$ cat src/rtl/gppm_sequencer.sv
// gppm_sequencer: program sequencer that drives the GPPM datapath controls.
// Each instruction takes two cycles: FETCH latches the ROM word into ir, and
// EXEC decodes ir into register-file/ALU controls and computes the next pc.
// The host starts a run with start and observes busy/done plus two sticky
// error flags: illegal opcode and step-limit timeout.
module gppm_sequencer #(
  parameter int PC_W      = 8,
  parameter int MAX_STEPS = 1024,
  parameter int STEP_W    = 11
) (
  input  logic            clk,
  input  logic            rst_n,
  input  logic            start,
  output logic            busy,
  output logic            done,
  output logic            err_illegal,
  output logic            err_timeout,
  output logic [PC_W-1:0] pc,
  input  logic [23:0]     instr,
  output logic [3:0]      raddr1,
  output logic [3:0]      raddr2,
  output logic [3:0]      waddr,
  output logic            wen,
  output logic            wdsrc,
  output logic [3:0]      func,
  output logic [31:0]     constant,
  input  logic            isZero
);

  typedef enum logic [1:0] {
    S_IDLE  = 2'd0,
    S_FETCH = 2'd1,
    S_EXEC  = 2'd2,
    S_DONE  = 2'd3
  } state_t;

  localparam logic [3:0] OP_NOP  = 4'h0;
  localparam logic [3:0] OP_ALU  = 4'h1;
  localparam logic [3:0] OP_LDI  = 4'h2;
  localparam logic [3:0] OP_BZ   = 4'h3;
  localparam logic [3:0] OP_JMP  = 4'h4;
  localparam logic [3:0] OP_HALT = 4'hF;

  localparam logic [STEP_W-1:0] STEP_LIMIT = STEP_W'(MAX_STEPS);

  state_t            state, state_nxt;
  logic [PC_W-1:0]   pc_nxt;
  logic [23:0]       ir, ir_nxt;
  logic [STEP_W-1:0] step_cnt, step_nxt;
  logic              err_illegal_nxt, err_timeout_nxt;

  // Instruction fields of the latched word.
  logic [3:0]      op, fa, fb, fd;
  logic [7:0]      imm;
  logic [PC_W-1:0] pc_inc, pc_target;

  assign op        = ir[23:20];
  assign fa        = ir[19:16];
  assign fb        = ir[15:12];
  assign fd        = ir[11:8];
  assign imm       = ir[7:0];
  assign pc_inc    = pc + PC_W'(1);      // wraps naturally at 2^PC_W
  assign pc_target = PC_W'(imm);         // branch/jump target, truncated to pc width

  assign busy = (state == S_FETCH) || (state == S_EXEC);
  assign done = (state == S_DONE);

  // Next-state, next register values and EXEC-only datapath controls.
  always_comb begin
    // NOTE: every signal written here gets a default first so no path can infer a latch.
    state_nxt       = state;
    pc_nxt          = pc;
    ir_nxt          = ir;
    step_nxt        = step_cnt;
    err_illegal_nxt = err_illegal;
    err_timeout_nxt = err_timeout;
    raddr1          = '0;
    raddr2          = '0;
    waddr           = '0;
    wen             = 1'b0;
    wdsrc           = 1'b0;
    func            = '0;
    constant        = '0;

    case (state)
      S_IDLE, S_DONE: begin
        if (start) begin
          state_nxt       = S_FETCH;
          pc_nxt          = '0;
          step_nxt        = '0;
          err_illegal_nxt = 1'b0;
          err_timeout_nxt = 1'b0;
        end
      end

      S_FETCH: begin
        if (step_cnt == STEP_LIMIT) begin
          state_nxt       = S_DONE;
          err_timeout_nxt = 1'b1;
        end else begin
          ir_nxt    = instr;
          state_nxt = S_EXEC;
        end
      end

      S_EXEC: begin
        state_nxt = S_FETCH;
        // Retired instructions count toward the watchdog; saturate at the limit.
        if (step_cnt != STEP_LIMIT) begin
          step_nxt = step_cnt + STEP_W'(1);
        end
        case (op)
          OP_NOP: begin
            pc_nxt = pc_inc;
          end
          OP_ALU: begin
            raddr1 = fa;
            raddr2 = fb;
            waddr  = fd;
            func   = imm[3:0];
            wdsrc  = 1'b1;
            wen    = 1'b1;
            pc_nxt = pc_inc;
          end
          OP_LDI: begin
            waddr    = fd;
            constant = {{24{imm[7]}}, imm};
            wdsrc    = 1'b0;
            wen      = 1'b1;
            pc_nxt   = pc_inc;
          end
          OP_BZ: begin
            raddr1 = fa;
            raddr2 = fb;
            func   = fd;
            pc_nxt = isZero ? pc_target : pc_inc;
          end
          OP_JMP: begin
            pc_nxt = pc_target;
          end
          OP_HALT: begin
            state_nxt = S_DONE;
            step_nxt  = step_cnt;
          end
          default: begin
            state_nxt       = S_DONE;
            step_nxt        = step_cnt;
            err_illegal_nxt = 1'b1;
          end
        endcase
      end

      default: begin
        state_nxt = S_IDLE;
      end
    endcase
  end

  // State register.
  always_ff @(posedge clk or negedge rst_n) begin
    // NOTE: sequential state uses non-blocking assignments so all registers update together.
    if (!rst_n) begin
      state <= S_IDLE;
    end else begin
      state <= state_nxt;
    end
  end

  // Program counter, instruction register, step counter and sticky error flags.
  always_ff @(posedge clk or negedge rst_n) begin
    if (!rst_n) begin
      pc          <= '0;
      ir          <= '0;
      step_cnt    <= '0;
      err_illegal <= 1'b0;
      err_timeout <= 1'b0;
    end else begin
      pc          <= pc_nxt;
      ir          <= ir_nxt;
      step_cnt    <= step_nxt;
      err_illegal <= err_illegal_nxt;
      err_timeout <= err_timeout_nxt;
    end
  end

endmodule

$ cat config.mk
export PLATFORM = sky130hd
export DESIGN_NAME = gppm_sequencer
export DESIGN_NICKNAME = d
export VERILOG_FILES = /design/src/rtl/gppm_sequencer.sv
export SDC_FILE = /design/constraint.sdc
export NUM_CORES = 1
export LEC_CHECK = 0
export BUFFER_PORTS_ARGS = -buffer_cell sky130_fd_sc_hd__buf_2
export CAP_MARGIN = 40
export CORE_MARGIN = 1.5
export CORE_UTILIZATION = 57
export CTS_BUF_LIST = sky130_fd_sc_hd__clkbuf_4
export DETAILED_ROUTE_END_ITERATION = 10
export GPL_ROUTABILITY_DRIVEN = 0
export GPL_TIMING_DRIVEN = 0
export PLACE_DENSITY_LB_ADDON = 0.12
export SYNTH_ARGS = -nofsm -noshare
export SYNTH_HDL_FRONTEND = slang
export SYNTH_SLANG_ARGS = --single-unit
$ cat constraint.sdc
create_clock -name clk -period 6 [get_ports clk]
set_clock_uncertainty 0.15 [all_clocks]
set_input_delay 0.9 -clock clk [delete_from_list [all_inputs] [get_ports clk]]
set_output_delay 0.9 -clock clk [all_outputs]
set_load 0.005 [all_outputs]
Word level (Yosys, flattened, before mapping)
Cells that the tools add are included.
- equality and inequality tests: 16
- $add $sub $neg: 2
- muxes and demuxes: 31
- reductions and logical operators: 16
- bitwise logic cells: 1
- operator list (operator ; count):
    32-bit 2-to-1 mux ; 2
    11-bit 2-to-1 mux ; 3
    4-bit 2-to-1 mux ; 7
    8-bit case mux with 3 select lines ; 1
    11-bit case mux with 2 select lines ; 1
    8-bit 2-to-1 mux ; 2
    8-bit case mux with 2 select lines ; 1
    11-bit by 1-bit adder with 11-bit output (second input constant) ; 1
    11-bit == test (second input constant) ; 1
    11-bit inequality test (second input constant) ; 1
    3-bit AND reduction ; 3
    8-bit by 1-bit adder with 8-bit output (second input constant) ; 1
    4-bit by 2-bit == test with 1-bit output (second input constant) ; 2
    1-bit 2-to-1 mux ; 8
    4-bit case mux with 2 select lines ; 1
    2-bit inequality test (second input constant) ; 3
    2-bit case mux with 3 select lines ; 1
    2-bit OR reduction ; 3
    6-bit OR reduction ; 1
    5-bit OR reduction ; 1
    2-bit == test (second input constant) ; 2
    4-bit by 1-bit == test with 1-bit output (second input constant) ; 1
    4-bit by 3-bit == test with 1-bit output (second input constant) ; 1
    4-bit == test (second input constant) ; 1
    13 further kinds ; 17
- input port bits: 28
- logic and storage cells: 72
- flip-flop bits (word level): 47
- output and inout bits: 62

Depth between registers and ports, before layout
- word-level depth: 4
- depth in mapped cells: 8
- mapped depth without buffers: 6

Worst setup path after synthesis
Ideal clock, no wire load.
- path kind: reg2out
- from: reg state[0]
- to: out constant[10]
- setup slack: 2.755 ns
- data arrival time: 2.195 ns
- cell stages (with the launch flop): 8
- buffers on the path: 2
- data required time: 4.950 ns
- cell sequence: dfrtp_1 -> inv_1 -> ha_1 -> clkbuf_1 -> nand2_1 -> nor3b_1 -> and2_1 -> buf_4
- word-level cells in the longest chain between the ends: 2
- RTL lines (element ; line ; text):
    start: declaration ; 46 ; state_t state, state_nxt;
    start signal: assignment ; 165 ; state <= state_nxt;
    2-bit == test ; 85 ; case (state)
    32-bit 2-to-1 mux ; 85 ;
    end: declaration ; 26 ; output logic [31:0] constant,
No other way between the ends.

Worst setup path after layout
- from: reg state[0]
- to: out constant[27]
The elaborated chain is that of the path after synthesis.

==> impl_metrics.py <==
metrics = {
    "run_status": {
        "outcome": "finished, final reports clean",
    },
    "global_routing": {
        "grt_pass1_vias": 2242,
        "antenna_found_initial": 0,
        "grtUsageTotal_pct": 23.7,
        "grt_max_degree": 35,
        "grt_pass1_wl_um": 10100,
        "gr-total-overflow": 0,
    },
    "synth": {
        "ys_seq_elements": 47,
        "yosysTopAreaCellShare_pct": 41.0,
        "synth.yosys.seq_area_share_pct": 41.0,
        "synth_edf_count": 0,
        "synthDistinctLibCells": 39,
        "syn_area_sq_um": 2870,
        "synthArstFlopShare_pct": 100,
        "yosys.area.top_type": "dfrtp_1",
        "ys_warn_count": 0,
        "yosysMostFrequentCell": "dfrtp_1",
        "synthCells": 277,
        "syn_avg_cell_area_sq_um": 10.3,
        "syn_nets": 311,
        "ys.flop_type": "dfrtp_1",
        "synthTopCellsByCount": "dfrtp_1 (47), buf_4 (24), and2_1 (22), mux2_4 (20)",
        "yosys-top-cells-area": "dfrtp_1 (41%), mux2_4 (10%), buf_4 (6.3%)",
    },
    "critical_path": {
        "path_max_fanout": 25,
        "cp_data_required_time_ns": 4.95,
        "worstRegToRegCells": 6,
        "critPathLaunch": "state[0]$_DFFE_PN0P_",
        "cp-end-kind": "output pin",
        "endpoint": "constant[27]",
        "critPathKind": "register to output pin",
        "r2r-end": "step_cnt[10]$_DFFE_PN0P_",
        "crit_arrival_ns": 3.36,
        "r2r_slack_ns": 3.69,
        "r2r-start": "state[0]$_DFFE_PN0P_",
        "critPathLaunchType": "register",
    },
    "placed_design": {
        "preCtsSetupSlack_ns": 2.00,
        "dp.cells": 434,
        "dpl.hpwl_um": 4520,
        "dpl_cell_area_sq_um": 3420,
        "io_buffers": 89,
    },
    "floorplanning": {
        "start_util_pct": 59.9,
        "die_height_um": 73.9,
        "io_pins": 90,
        "dieArea_sq_um": 5460,
        "fp.dieW_um": 73.9,
        "fp.coreArea_sq_um": 4790,
        "fp-row-count": 25,
    },
    "drt": {
        "drc": 0,
        "wl_per_cell_um": 13.7,
        "vias_per_cell": 5.32,
        "drtPass1Iterations": 4,
        "ant_nets": 0,
        "vias": 2351,
        "drt_wl_total_um": 6060,
        "drt_iter0_markers": 134,
    },
    "power": {
        "vdd_drop_max_mv": 0.329,
        "power.density_nw_per_um2": 381,
        "power.leakage_nw": 1.85,
    },
    "timing": {
        "finalWorstSetupSlack_ns": 1.59,
        "rsz0062_at_grt": "false",
        "worst_pin_slew_ns": 0.830,
        "fin_crit_sh_pct": 73.5,
        "drv_slew": 0,
        "min_period_ns": 4.41,
        "setup_tns_ns": 0,
        "max_freq_ghz": 0.227,
        "slew_headroom_pct": 44.6,
        "finalHoldViolCount": 0,
        "setup_viol": 0,
    },
    "cts": {
        "path_clk_slew_ns": 0.14,
        "cts_buffers": 5,
        "cts_tree": "done",
        "clock_sinks": 47,
        "cts.path.max_buffers": 2,
        "post_cts_resized": 0,
        "postCtsSetupRepairBufs": 0,
        "cts-root-buf": "clkbuf_4",
        "clock_latency_ns": 0.37,
        "cts_max_level": 2,
        "cts-hold-fix-buffers": 0,
    },
    "finish": {
        "nNetsFinal": 408,
        "fillers": 384,
        "antennaDiodeCount": 0,
        "drive_above_1_share_pct": 42.7,
        "instances_no_fill": 442,
        "post-route-cell-area_sq_um": 3470,
        "synthToLayoutAreaGrowth_pct": 21.2,
    },
    "hold_path": {
        "hold_class": "input pin to asynchronous set/reset pin",
    },
    "flow_run": {
        "drv_cap": 0,
    },
}
## logic make-up (layout without fill, tap and decap cells)
logic type	count (synthesis)	count (layout)	synth area share (%)
compound gates	45	45	9.56
xor+xnor	2	2	0.611
fa+ha+maj	6	6	2.62
buf+inv	45	143	10.9
flops	47	47	41.0
mux	36	36	16.2
simple gates	96	96	19.0
## layout make-up
cell class | count | area, sq um | share of cell area [%]
timing repair buffer | 90 | 465 | 13.4
multi-input combinational | 185 | 1380 | 39.7
tap | 67 | 83.8 | 2.41
clock buffer | 7 | 52.6 | 1.51
inverter | 9 | 33.8 | 0.973
buffer | 36 | 279 | 8.03
clock inverter | 1 | 5.00 | 0.144
sequential | 47 | 1180 | 33.9
## worst max-delay path, cell delays in order, from the launching register on
cell      delay, ns
dfrtp_1        0.44
inv_1          0.07
ha_1           0.23
clkbuf_1       0.40
nand2_1        0.13
nor3b_1        0.70
and2_1         0.70
buf_4          0.22
buf_2          0.10
## flip-flops by register name (all words and copies together), names as in the netlist
signal	count
err_timeout	1
step_cnt	11
state	2
pc	8
err_illegal	1
ir	24
## where the power goes
part / internal [mW] / switching, mW
sequential: 0.420 / 0.0904
clock: 0.0549 / 0.100
combinational: 0.346 / 0.310
total: 0.821 / 0.501
## layer usage
layer / vias up / GRT usage, % / share of wire, %
li1: 1159 / - / -
met2: 76 / 38.3 / 47
met5: - / 0 / 0
met4: 0 / 8.85 / 1.3
met1: 1108 / 31.2 / 45
met3: 8 / 5.35 / 5.9
## metrics by stage
step | hold WS (ns) | utilization [%] | power, mW
floorplan | 0.323 | - | 1.01
global placement | 0.335 | 71.0 | 1.14
detailed placement | 0.339 | 71.4 | 1.17
CTS | 0.258 | 72.6 | 1.33
global route | 0.266 | 72.6 | 1.42
finish | 0.258 | 72.6 | 1.32
## how the worst min path moves through the flow
stage	slack (ns)	cells past startpoint	from	endpoint
detailed placement	0.34	1	ir[14]$_DFFE_PN0P_	ir[14]$_DFFE_PN0P_
CTS	0.26	1	rst_n	step_cnt[6]$_DFFE_PN0P_
global placement	0.34	1	ir[16]$_DFFE_PN0P_	ir[16]$_DFFE_PN0P_
floorplan	0.32	1	ir[12]$_DFFE_PN0P_	ir[12]$_DFFE_PN0P_
finish	0.26	1	rst_n	pc[2]$_DFFE_PN0P_
global route	0.27	1	rst_n	step_cnt[6]$_DFFE_PN0P_
## layout by cell type (no fill, tap or decap), drive strengths merged
master   count
o22ai        3
nand4b       3
inv          9
clkbuf      10
or3          6
nor4         2
xor2         1
ha           6
and3         4
or3b         1
a31oi        4
nor3         3
a22o         1
xnor2        1
a21o         1
mux2i       12
o2bb2ai      3
and4         2
o211ai       4
nand2       14
nand4        9
nand2b       3
dfrtp       47
buf        123
clkinv       1
or4          1
nand3       11
mux2        24
a211oi       1
a21oi       12
o31ai        2
and2        22
nor2        14
nor3b        1
o21ai       14
Note: power is estimated with default switching activity, not from simulation.
